## src/rtl/snn_stride_cnt.sv

```systemverilog
// Stride/phase counter: counts output-buffer strobes per inference
// and numbers each inference at its phase-0 strobe.
module snn_stride_cnt #(
    parameter int CW = 32
) (
    input  logic          wb_clk,
    input  logic          wb_rst_n,
    input  logic          load,
    input  logic [CW-1:0] stride,
    input  logic          step,
    output logic          phase_zero,
    output logic [CW-1:0] smp_idx
);

    logic [CW-1:0] stride_q;
    logic [CW-1:0] phase_q;
    logic [CW-1:0] phase_nxt;

    assign phase_zero = (phase_q == '0);
    assign phase_nxt  = phase_q + 1'b1;

    always_ff @(posedge wb_clk) begin
        if (!wb_rst_n) begin
            stride_q <= '0;
            phase_q  <= '0;
            smp_idx  <= '0;
        end else if (load) begin
            stride_q <= (stride == '0) ? CW'(1) : stride;
            phase_q  <= '0;
            smp_idx  <= '0;
        end else if (step) begin
            // a zero stride_q (only before the first load) behaves as 1
            phase_q <= (phase_nxt >= stride_q) ? '0 : phase_nxt;
            if (phase_zero) begin
                smp_idx <= smp_idx + 1'b1;
            end
        end
    end

endmodule

```

## config.mk

```make
export PLATFORM = sky130hd
export DESIGN_NAME = snn_stride_cnt
export DESIGN_NICKNAME = d
export VERILOG_FILES = /design/src/rtl/snn_stride_cnt.sv
export SDC_FILE = /design/constraint.sdc
export NUM_CORES = 1
export LEC_CHECK = 0
export CAP_MARGIN = 15
export CORE_UTILIZATION = 50
export CTS_CLUSTER_SIZE = 8
export DETAILED_ROUTE_END_ITERATION = 16
export PLACE_DENSITY = 0.76
export REMOVE_ABC_BUFFERS = 1
export SLEW_MARGIN = 25
export SYNTH_ARGS = -nofsm -noshare
export SYNTH_HDL_FRONTEND = slang
export SYNTH_SLANG_ARGS = --single-unit
```

## constraint.sdc

```tcl
create_clock -name wb_clk -period 3.5 [get_ports wb_clk]
set_input_delay 0.7 -clock wb_clk [delete_from_list [all_inputs] [get_ports wb_clk]]
set_output_delay 0.7 -clock wb_clk [all_outputs]
set_load 0.05 [all_outputs]
```

==> results.py <==
metrics = {
    "run_status": {
        "status": "complete, no violations",
    },
    "yosys": {
        "ys_seq_area_share_pct": 35.7,
        "ys_warn_count": 0,
        "synth_commonest_cells": "nand2_1 (116), dfxtp_1 (96), inv_1 (42), o21ai_0 (42), nor2_1 (39)",
        "synth_most_common_cell": "nand2_1",
        "netlist_instances": 677,
        "synthTopCellsByArea": "dfxtp_1 (36%), ha_1 (8.1%), nand2_1 (8.1%)",
        "ys_ff_latch": 96,
        "synth-edff-count": 0,
        "syn_area_sq_mm": 0.00538,
        "async_reset_ff_share_pct": 0,
        "ys.flop_type": "dfxtp_1",
        "synthDistinctLibCells": 49,
        "syn_avg_cell_area_sq_um": 7.95,
        "synth.largest_area_cell": "dfxtp_1",
        "yosysTopAreaCellShare_pct": 35.7,
    },
    "die": {
        "initial_core_util_pct": 51.9,
        "die_area_sq_mm": 0.0112,
        "core-area_sq_mm": 0.0104,
        "die_x_um": 106,
        "num_io_pins": 69,
        "die_y_um": 106,
        "rows": 37,
    },
    "power": {
        "p_switching_uw": 533,
        "switching_share_pct": 25.4,
        "p_per_area_mw_per_mm2": 309,
        "p_seq_share_pct": 53.5,
        "internal_power_mw": 1.56,
        "p_leak_nw": 2.66,
        "p_comb_share_pct": 10.7,
        "clockPowerShare_pct": 35.8,
        "ir_worst_vdd_mv": 0.212,
    },
    "sta": {
        "fin_crit_sh_pct": 95.5,
        "relSlewSlack_pct": 52.2,
        "finalSetupTns_ps": 0,
        "clock.fmax_ghz": 0.299,
        "finClkSkew_ps": 13.3,
        "setup_viol": 0,
        "finalCriticalPeriod_ps": 3340,
        "hold_viol": 0,
        "worstMarginPinSlew_ps": 713,
        "slew_violations": 0,
        "fin_ws_ps": 156,
    },
    "place": {
        "place_congestion": 0.880,
        "post-dp-hpwl_um": 9990,
        "port_buffers": 68,
        "place_ws_ps": -146,
    },
    "worst_setup_path": {
        "crit_type": "reg -> reg",
        "r2r_slack_ps": 160,
        "required_ps": 3770,
        "cp_common_cell": "nand4_1",
        "cp-start-kind": "flop",
        "cp_max_fo": 6,
        "path_cells": "and3_1 > and4_2 > and2_4 > nand4_1 > xnor2_2 > ha_1 > nand4_1 > buf_4 > nor4_2 > nand2_1 > o211a_2 > buf_12 > o21a_1 > a32o_1",
        "regToRegEndpoint": "phase_q[26]",
        "end_kind": "flop",
        "crit_family": "simple AND/OR/NAND/NOR gates",
        "arrival_ps": 3610,
        "worstSetupStartpoint": "phase_q[7]",
        "r2r-start": "phase_q[7]",
        "reg2reg_depth": 14,
        "slowest_stage": "dfxtp_1",
        "critPathMaxStageDelay_ps": 410,
        "cp_num_buf_inv": 2,
    },
    "final_layout": {
        "fillers": 919,
        "layout.nets": 827,
        "ff_latch_area_sq_mm": 0.00194,
        "drive_above_1_share_pct": 13.7,
        "syn2layout_area_growth_pct": 25.8,
        "diodes": 0,
        "multi_input_area_sq_mm": 0.00330,
    },
    "drt": {
        "viasPerCell": 5.81,
        "wire_per_inst_um": 15.5,
        "ant_nets": 0,
        "routed_wl_um": 13900,
        "via_count": 5211,
        "first_pass_iters": 5,
        "drt_drc_violations_left": 0,
        "drt_iter0_markers": 316,
    },
    "clocking": {
        "root_buffer": "clkbuf_8",
        "cts.path.max_buffers": 2,
        "cts_buffers": 9,
        "clock_sinks": 96,
        "htreeDepth": 3,
        "clk_latency_ps": 370,
        "tritoncts": "yes",
        "cts.clk_slew.worst_paths_ps": 100,
    },
    "hold_path": {
        "worstHoldPathType": "reg -> reg",
        "hold_start": "phase_q[4]",
        "hold_path_depth": 2,
        "hold_end": "phase_q[4]",
    },
    "grt": {
        "grt_pass1_wl_um": 22700,
        "grt_pass1_vias": 4820,
        "grt_max_degree": 34,
        "groute.usage.overall_pct": 25.1,
        "overflow": 0,
        "antenna_found_initial": 0,
    },
    "flow_run": {
        "max_cap_viol_count": 0,
    },
}
## per-stage QoR
step	utilization [%]	total power, mW	hold WS (ps)	cells	area (sq um)
after floorplan	-	1.25	457	639	5210
after global placement	61.2	1.35	458	878	6350
after detailed placement	61.2	1.36	477	878	6350
after CTS	63.2	2.10	491	894	6560
after global routing	65.3	2.18	505	897	6770
final	65.3	2.09	485	897	6770
## how the worst max path moves through the flow
stage	endpoint	cells after the start	slack (ps)
3_3_place_gp	phase_q[16]	14	50
5_1_grt	phase_q[26]	15	-70
4_1_cts	phase_q[26]	13	2
2_1_floorplan	phase_q[12]	12	-80
6_report	phase_q[26]	14	160
3_5_place_dp	phase_q[22]	14	-150
## cell type report
cell class,instances,area share (%)
Multi-Input combinational cell,502,48.7
Clock buffer,11,2.09
Tap cell,136,2.51
Sequential cell,96,28.7
Clock inverter,5,0.832
Timing Repair Buffer,105,14.9
Inverter,42,2.33
## cells by family (layout without fill, tap and decap cells)
| group | count (synthesis) | count (layout) | synth area share (%) |
|---|---|---|---|
| multiplexers | 2 | 2 | 0.372 |
| flip-flops | 96 | 96 | 35.7 |
| adder cells (fa/ha/maj) | 35 | 35 | 8.14 |
| AO/OA/AOI/OAI | 115 | 115 | 14.0 |
| XOR/XNOR | 42 | 42 | 6.84 |
| buffers and inverters | 80 | 163 | 6.05 |
| AND/OR/NAND/NOR | 307 | 308 | 28.9 |
## cells in the final DEF, fill, tap and decap left out, drive strengths merged, types with 21 or more instances in the layout
cell type      netlist  layout
buf                 13      35
nand2              116     116
xnor2               30      30
clkdlybuf4s50        0      68
nand3               24      24
ha                  35      35
nand4               34      34
nor3                22      22
o21ai               42      42
dfxtp               96      96
nor2                39      39
nor4                21      21
inv                 42      42
## sequential cells by signal (all words and copies together) (netlist names)
register	flops
phase_q	32
smp_idx	32
stride_q	32
## per-layer routing
layer | part of all wire [%] | wire length [um] | GRT usage [%] | vias to the layer above
li1 | - | - | - | 2576
met1 | 45 | 6320 | 33.5 | 2449
met2 | 47 | 6560 | 40.5 | 168
met3 | 5.9 | 820 | 3.53 | 18
met4 | 1.7 | 238 | 10.5 | 0
met5 | 0 | 0 | 0 | -
## tightest hold or removal path, delay by kind of cell, from the launching register on
kind / cells / cell delay, ps
AND/OR/NAND/NOR: 2 / 100
flip-flops: 1 / 360
## power by group through the flow
stage | Clock, mW | Sequential (mW) | Combinational (mW)
floorplan | 0 | 1.15 | 0.100
global placement | 0 | 1.15 | 0.202
detailed placement | 0 | 1.15 | 0.209
CTS | 0.764 | 1.12 | 0.211
global route | 0.803 | 1.12 | 0.248
finish | 0.749 | 1.12 | 0.224
## what timing repair did
action	4_1_cts	5_1_grt
endpoints found under the setup margin	12	32
gates cloned	0	3
buffers inserted	0	0
pin swaps	0	11
resized for setup	5	42
hold buffers	0	0
Note: power is estimated with default switching activity, not from simulation.
